<file path="src/rtl/cache_pkg.sv">
// Shared definitions for the cache replacement-policy slice.
//  - POLICY_LRU / POLICY_PLRU select the per-set replacement state format.
//  - clog2 and state_width size the per-set state word.
//  - is_onehot, onehot_to_idx and idx_to_onehot convert way selects. They
//    operate on 16-bit vectors, which covers the largest supported
//    associativity (16 ways).
package cache_pkg;

    localparam int unsigned POLICY_LRU  = 0;
    localparam int unsigned POLICY_PLRU = 1;
    localparam int unsigned MAX_WAYS    = 16;

    function automatic int unsigned clog2(input int unsigned v);
        int unsigned r;
        r = 0;
        while ((32'd1 << r) < v) r++;
        return r;
    endfunction

    // LRU keeps one age rank per way; PLRU keeps one bit per internal tree node.
    function automatic int unsigned state_width(input int unsigned ways,
                                                input int unsigned policy);
        return (policy == POLICY_PLRU) ? (ways - 1) : (ways * clog2(ways));
    endfunction

    // Zero is treated as not one-hot.
    function automatic logic is_onehot(input logic [MAX_WAYS-1:0] v);
        return (v != '0) && ((v & (v - 16'd1)) == '0);
    endfunction

    function automatic logic [3:0] onehot_to_idx(input logic [MAX_WAYS-1:0] v);
        logic [3:0] idx;
        idx = '0;
        for (int unsigned i = 0; i < MAX_WAYS; i++)
            if (v[i]) idx = 4'(i);
        return idx;
    endfunction

    function automatic logic [MAX_WAYS-1:0] idx_to_onehot(input logic [3:0] idx);
        return 16'd1 << idx;
    endfunction

endpackage

</file>
<file path="src/rtl/replacement_policy_unit_plru_tree_next.sv">
// Tree pseudo-LRU logic for one set.
//  bits_cur    current node bits, heap order (node n has children 2n+1, 2n+2)
//  way_idx     binary index of the way being touched / invalidated
//  toward      0: path nodes point away from way_idx (access)
//              1: path nodes point toward way_idx (invalidate)
//  bits_next   updated node bits
//  victim_idx  way reached by following the current bits (0 -> left)
module plru_tree_next
    import cache_pkg::*;
#(
    parameter int unsigned WAYS = 4,
    localparam int unsigned IW  = (WAYS > 1) ? clog2(WAYS) : 1
) (
    input  logic [WAYS-2:0] bits_cur,
    input  logic [IW-1:0]   way_idx,
    input  logic            toward,
    output logic [WAYS-2:0] bits_next,
    output logic [IW-1:0]   victim_idx
);

    always_comb begin
        int unsigned n;
        logic        d;
        bits_next  = bits_cur;
        victim_idx = '0;

        // Way index MSB selects the branch at the root.
        n = 0;
        for (int unsigned l = 0; l < IW; l++) begin
            d            = way_idx[IW-1-l];
            bits_next[n] = toward ? d : ~d;
            n            = 2 * n + 1 + {31'd0, d};
        end

        n = 0;
        for (int unsigned l = 0; l < IW; l++) begin
            d                   = bits_cur[n];
            victim_idx[IW-1-l]  = d;
            n                   = 2 * n + 1 + {31'd0, d};
        end
    end

endmodule

</file>
<file path="src/rtl/replacement_policy_unit.sv">
// Victim selection and recency tracking for an N-way set-associative cache.
//  clk, reset      clock; synchronous active-high reset
//  index           set for update / invalidate / victim query
//  valid_mask      valid bits of the addressed set
//  update_en       record hit/fill on one-hot access_way
//  inv_en          invalidate one-hot inv_way (becomes next victim)
//  victim_way      one-hot replacement choice for index
//  victim_ok       victim_way meaningful (low during init sweep)
//  busy            init sweep in progress
//  onehot_err      sticky flag: enabled access_way/inv_way was not one-hot
module replacement_policy_unit
    import cache_pkg::*;
#(
    parameter int unsigned WAYS   = 4,
    parameter int unsigned SETS   = 128,
    parameter int unsigned POLICY = 0
) (
    input  logic                     clk,
    input  logic                     reset,
    input  logic [clog2(SETS)-1:0]   index,
    input  logic [WAYS-1:0]          valid_mask,
    input  logic                     update_en,
    input  logic [WAYS-1:0]          access_way,
    input  logic                     inv_en,
    input  logic [WAYS-1:0]          inv_way,
    output logic [WAYS-1:0]          victim_way,
    output logic                     victim_ok,
    output logic                     busy,
    output logic                     onehot_err
);

    localparam int unsigned IW  = clog2(WAYS);
    localparam int unsigned SIW = clog2(SETS);
    localparam int unsigned SW  = state_width(WAYS, POLICY);

    typedef enum logic {ST_INIT, ST_RUN} state_t;

    state_t           state, state_nxt;
    logic [SIW-1:0]   ptr, ptr_nxt;
    logic             err_nxt;

    logic [SW-1:0]    mem [SETS];
    logic [SW-1:0]    rd_state;
    logic [SW-1:0]    init_state;
    logic [SW-1:0]    pol_next;
    logic [IW-1:0]    pol_victim;

    logic             wr_en;
    logic [SIW-1:0]   wr_addr;
    logic [SW-1:0]    wr_data;

    logic             acc_ok, inv_ok, is_inv;
    logic [IW-1:0]    way_sel;

    // Victims and updates always see the stored value, so back-to-back
    // writes to one set chain through the array without forwarding.
    assign rd_state = mem[index];
    assign acc_ok   = is_onehot(16'(access_way));
    assign inv_ok   = is_onehot(16'(inv_way));

    always_comb begin
        logic [3:0] idx;
        is_inv  = !update_en;
        idx     = update_en ? onehot_to_idx(16'(access_way)) : onehot_to_idx(16'(inv_way));
        way_sel = IW'(idx);
    end

    generate
        if (POLICY == POLICY_PLRU) begin : g_plru
            assign init_state = '0;
            plru_tree_next #(.WAYS(WAYS)) u_tree (
                .bits_cur   (rd_state),
                .way_idx    (way_sel),
                .toward     (is_inv),
                .bits_next  (pol_next),
                .victim_idx (pol_victim)
            );
        end else begin : g_lru
            always_comb begin
                init_state = '0;
                for (int unsigned i = 0; i < WAYS; i++)
                    init_state[i*IW +: IW] = IW'(i);
            end

            always_comb begin
                logic [IW-1:0] a, age;
                pol_next   = rd_state;
                pol_victim = '0;
                a          = rd_state[way_sel*IW +: IW];
                for (int unsigned i = 0; i < WAYS; i++) begin
                    age = rd_state[i*IW +: IW];
                    if (age == IW'(WAYS - 1))
                        pol_victim = IW'(i);
                    if (IW'(i) == way_sel)
                        pol_next[i*IW +: IW] = is_inv ? IW'(WAYS - 1) : '0;
                    else if (!is_inv && age < a)
                        pol_next[i*IW +: IW] = age + IW'(1);
                    else if (is_inv && age > a)
                        pol_next[i*IW +: IW] = age - IW'(1);
                end
            end
        end
    endgenerate

    always_comb begin
        state_nxt = state;
        ptr_nxt   = ptr;
        err_nxt   = onehot_err;
        wr_en     = 1'b0;
        wr_addr   = index;
        wr_data   = pol_next;
        busy      = 1'b0;
        case (state)
            ST_INIT: begin
                busy    = 1'b1;
                wr_en   = 1'b1;
                wr_addr = ptr;
                wr_data = init_state;
                ptr_nxt = ptr + SIW'(1);
                if (ptr == SIW'(SETS - 1))
                    state_nxt = ST_RUN;
            end
            ST_RUN: begin
                // Update has priority; a concurrent invalidate is dropped.
                if (update_en)
                    wr_en = acc_ok;
                else if (inv_en)
                    wr_en = inv_ok;
                if ((update_en && !acc_ok) || (inv_en && !inv_ok))
                    err_nxt = 1'b1;
            end
            default: state_nxt = ST_INIT;
        endcase
    end

    always_ff @(posedge clk) begin
        if (reset) begin
            state      <= ST_INIT;
            ptr        <= '0;
            onehot_err <= 1'b0;
        end else begin
            state      <= state_nxt;
            ptr        <= ptr_nxt;
            onehot_err <= err_nxt;
        end
    end

    always_ff @(posedge clk) begin
        if (wr_en)
            mem[wr_addr] <= wr_data;
    end

    always_comb begin
        logic          found;
        logic [IW-1:0] sel;
        found = 1'b0;
        sel   = pol_victim;
        for (int unsigned i = 0; i < WAYS; i++) begin
            if (!found && !valid_mask[i]) begin
                found = 1'b1;
                sel   = IW'(i);
            end
        end
        victim_ok  = (state == ST_RUN);
        victim_way = victim_ok ? WAYS'(idx_to_onehot(4'(sel))) : '0;
    end

endmodule
</file>
<file path="config.mk">
export PLATFORM = sky130hd
export DESIGN_NAME = replacement_policy_unit
export DESIGN_NICKNAME = d
export VERILOG_FILES = /design/src/rtl/cache_pkg.sv /design/src/rtl/replacement_policy_unit_plru_tree_next.sv /design/src/rtl/replacement_policy_unit.sv
export SDC_FILE = /design/constraint.sdc
export NUM_CORES = 1
export LEC_CHECK = 0
export CORE_MARGIN = 1
export CORE_UTILIZATION = 60
export CTS_CLUSTER_DIAMETER = 120
export DETAILED_ROUTE_END_ITERATION = 12
export DONT_BUFFER_PORTS = 1
export GPL_TIMING_DRIVEN = 1
export PLACE_DENSITY = 0.75
export SYNTH_ARGS = -nofsm -noshare
export SYNTH_HDL_FRONTEND = slang
export SYNTH_HIERARCHICAL = 1
export SYNTH_SLANG_ARGS = --single-unit
</file>
<file path="constraint.sdc">
create_clock -name clk -period 36.7 [get_ports clk]
set_input_delay 1.835 -clock clk [delete_from_list [all_inputs] [get_ports clk]]
set_output_delay 1.835 -clock clk [all_outputs]
set_load 0.1 [all_outputs]
</file>
==> flow_metrics.tcl <==
set metrics [dict create \
    outcome "finished, final reports clean" \
    path_class "in -> out" \
    peakVddDrop_mv 0.0439 \
    critPathMaxFanout 57 \
    post-synth-top-area-fraction_pct 74.6 \
    h-tree-depth 3 \
    synth_area_leaders "edfxtp_1 (75%), mux4_2 (13%), mux2i_1 (1.7%), nor2_1 (1.5%), mux2_2 (0.90%)" \
    rsz0062_at_grt "false" \
    multi_input_area_um2 9630 \
    gr-total-overflow 0 \
    finalHoldViolCount 0 \
    ios 30 \
    p_leak_nw 14.5 \
    crit_path_start "index[4]" \
    wl_um 102000 \
    endpoint_kind "output pin" \
    gp_congestion 0.953 \
    clk_latency_ns 0.68 \
    die_area_um2 69800 \
    cap_violations 0 \
    grt_pass1_wl_um 146000 \
    period_needed_ns 7.97 \
    dp_hpwl_um 60500 \
    fin_ws_ns 28.73 \
    die_x_um 264 \
    reg2reg_to "mem[104][0]$_DFFE_PP_" \
    vias 21100 \
    synth-async-reset-ratio_pct 0 \
    syn_nets 2081 \
    cts-buffers-inserted 101 \
    hp-start "ptr[5]$_SDFFE_PP0N_" \
    antenna_left 0 \
    crit_required_ns 34.86 \
    die_h_um 264 \
    ff_latch_area_um2 30900 \
    timing.final.crit_share_pct 21.7 \
    cp.arrival_ns 6.14 \
    drt_pass1_iterations 8 \
    place_area_um2 42000 \
    power_per_cell_area_nw_per_um2 53.8 \
    antenna_found_initial 1 \
    clk_pin_slew_ns 0.07 \
    ys_seq_area_share_pct 75.0 \
    synth-warning-count 6 \
    synth_edf_count 1024 \
    worst_pin_slew_ns 1.36 \
    fin_area_um2 45300 \
    drtIter0Drc 3129 \
    synth_cell_types 67 \
    grt_max_degree 256 \
    clock_sink_count 1033 \
    nNetsFinal 2104 \
    postCtsSetupRepairBufs 0 \
    diodes 0 \
    layout-drive-gt1-share_pct 21.8 \
    wl_per_cell_um 33.6 \
    max_freq_ghz 0.125 \
    relSlewSlack_pct 9.22 \
    hold_class "reg -> reg" \
    whs_path_depth 2 \
    cts_resized 0 \
    synth-main-ff-cell "edfxtp_1" \
    drc_errors 0 \
    start_kind "primary input" \
    drv_slew 0 \
    area.growth.synth_to_final_pct 9.98 \
    synth_area_leader_cell "edfxtp_1" \
    io_buffers 0 \
    cts_root_buf "clkbuf_16" \
    netlist_top_cells_count "edfxtp_1 (1,024), mux4_2 (230), nor2_1 (168)" \
    finClkSkew_ns 0.0320 \
    regToRegSetupSlack_ns 30.59 \
    yosysMostFrequentCell "edfxtp_1" \
    ys_ff_latch 1033 \
    grt_pass1_vias 20800 \
    synth.cell_area_um2 41200 \
    viasPerCell 6.97 \
    ctsHoldBuffers 0 \
    tritoncts "done" \
    syn_avg_cell_area_um2 20.2 \
    setup_viol 0 \
    reg2regPathDepth 13 \
    fillers 4172 \
    grtUsageTotal_pct 29.7 \
    start_util_pct 61.0 \
    finalSetupTns_ns 0 \
    cts.path.max_buffers 3 \
    placementRows 95 \
    rr_startpoint "mem[103][1]$_DFFE_PP_" \
    post-route-util_pct 67.0 \
    place_ws_ns 28.82 \
    hold_path_end "ptr[5]$_SDFFE_PP0N_" \
    postSynthCellCount 2046 \
    core-area_um2 67600 \
]
-- metal layers --
| metal | vias up | part of all wire [%] | global-route usage [%] |
|---|---|---|---|
| met5 | - | 0.012 | 0 |
| met4 | 2 | 4.3 | 11.3 |
| met3 | 231 | 11 | 6.78 |
| met2 | 1441 | 47 | 45.8 |
| met1 | 10900 | 37 | 41.9 |
| li1 | 8533 | - | - |
-- through the flow --
| step | hold WS, ns | std cells | total power [mW] |
|---|---|---|---|
| after detailed placement | 0.536 | 2839 | 1.41 |
| after CTS | 0.549 | 3029 | 2.44 |
| after floorplan | 0.482 | 2046 | 1.39 |
| final | 0.568 | 3029 | 2.44 |
| after global routing | 0.566 | 3029 | 2.49 |
| after global placement | 0.526 | 2839 | 1.41 |
-- layout by cell type (no fill, tap or decap), types with 12 or more instances in the layout --
master,Yosys,layout
edfxtp_1,1024,1024
mux4_2,230,230
nor2_1,168,164
clkbuf_16,0,102
nand2_1,82,82
mux2i_1,72,72
a21oi_1,42,39
mux2_2,33,33
buf_4,21,29
clkinv_1,1,26
nand3_1,23,23
a22oi_1,21,21
inv_1,21,20
clkinv_2,0,19
o21ai_0,21,19
o221ai_1,18,18
o22ai_1,16,16
bufinv_16,0,13
ha_1,12,12
-- report_power, final --
part           internal [mW]  switching [mW]  total [mW]  leakage [nW]
logic                 0.0458          0.0604       0.106          3.25
registers               1.28        0.000805        1.28          9.57
clock network          0.605           0.449        1.05          1.63
total                   1.93           0.510        2.44          14.5
-- state kept, by name, indices dropped and copies added, names as in the netlist --
signal / count
onehot_err: 1
mem: 1024
ptr: 7
victim_ok: 1
-- area by class of cell --
| cell class | count | share of cell area, % |
|---|---|---|
| Sequential cell | 1033 | 68.2 |
| Multi-Input combinational cell | 882 | 21.2 |
| Clock buffer | 112 | 5.71 |
| Tap cell | 873 | 2.41 |
| Clock inverter | 78 | 1.75 |
| Timing Repair Buffer | 29 | 0.480 |
| Inverter | 22 | 0.185 |
-- worst max-delay path, cell delays in order --
cell and delay, ns:
clkinv_2 0.15, buf_4 0.70, mux4_2 0.60, mux2i_1 0.40, a221oi_1 0.31, ha_1 0.31
nand2b_1 0.16, or3b_2 0.49, a31o_2 0.28, nor2_2 0.80
-- worst max-delay path by stage --
| stage | slack [ns] | depth (start not counted) | endpoint |
|---|---|---|---|
| after global placement | 28.90 | 10 | victim_way[0] |
| final | 28.73 | 10 | victim_way[0] |
| after floorplan | 21.82 | 17 | mem[0][5]$_DFFE_PP_ |
| after detailed placement | 28.82 | 16 | mem[107][0]$_DFFE_PP_ |
| after global routing | 28.72 | 10 | victim_way[0] |
| after CTS | 28.83 | 10 | victim_way[0] |
-- cells by family (layout without fill, tap and decap cells) --
| family | Yosys count | in the layout | synth area share [%] |
|---|---|---|---|
| flops | 1033 | 1033 | 75.0 |
| simple gates | 316 | 316 | 3.22 |
| xor+xnor | 13 | 13 | 0.276 |
| compound gates | 193 | 193 | 3.33 |
| fa+ha+maj | 12 | 12 | 0.364 |
| buf+inv | 131 | 241 | 1.86 |
| mux | 348 | 348 | 15.9 |
Note: power is estimated with default switching activity, not from simulation.
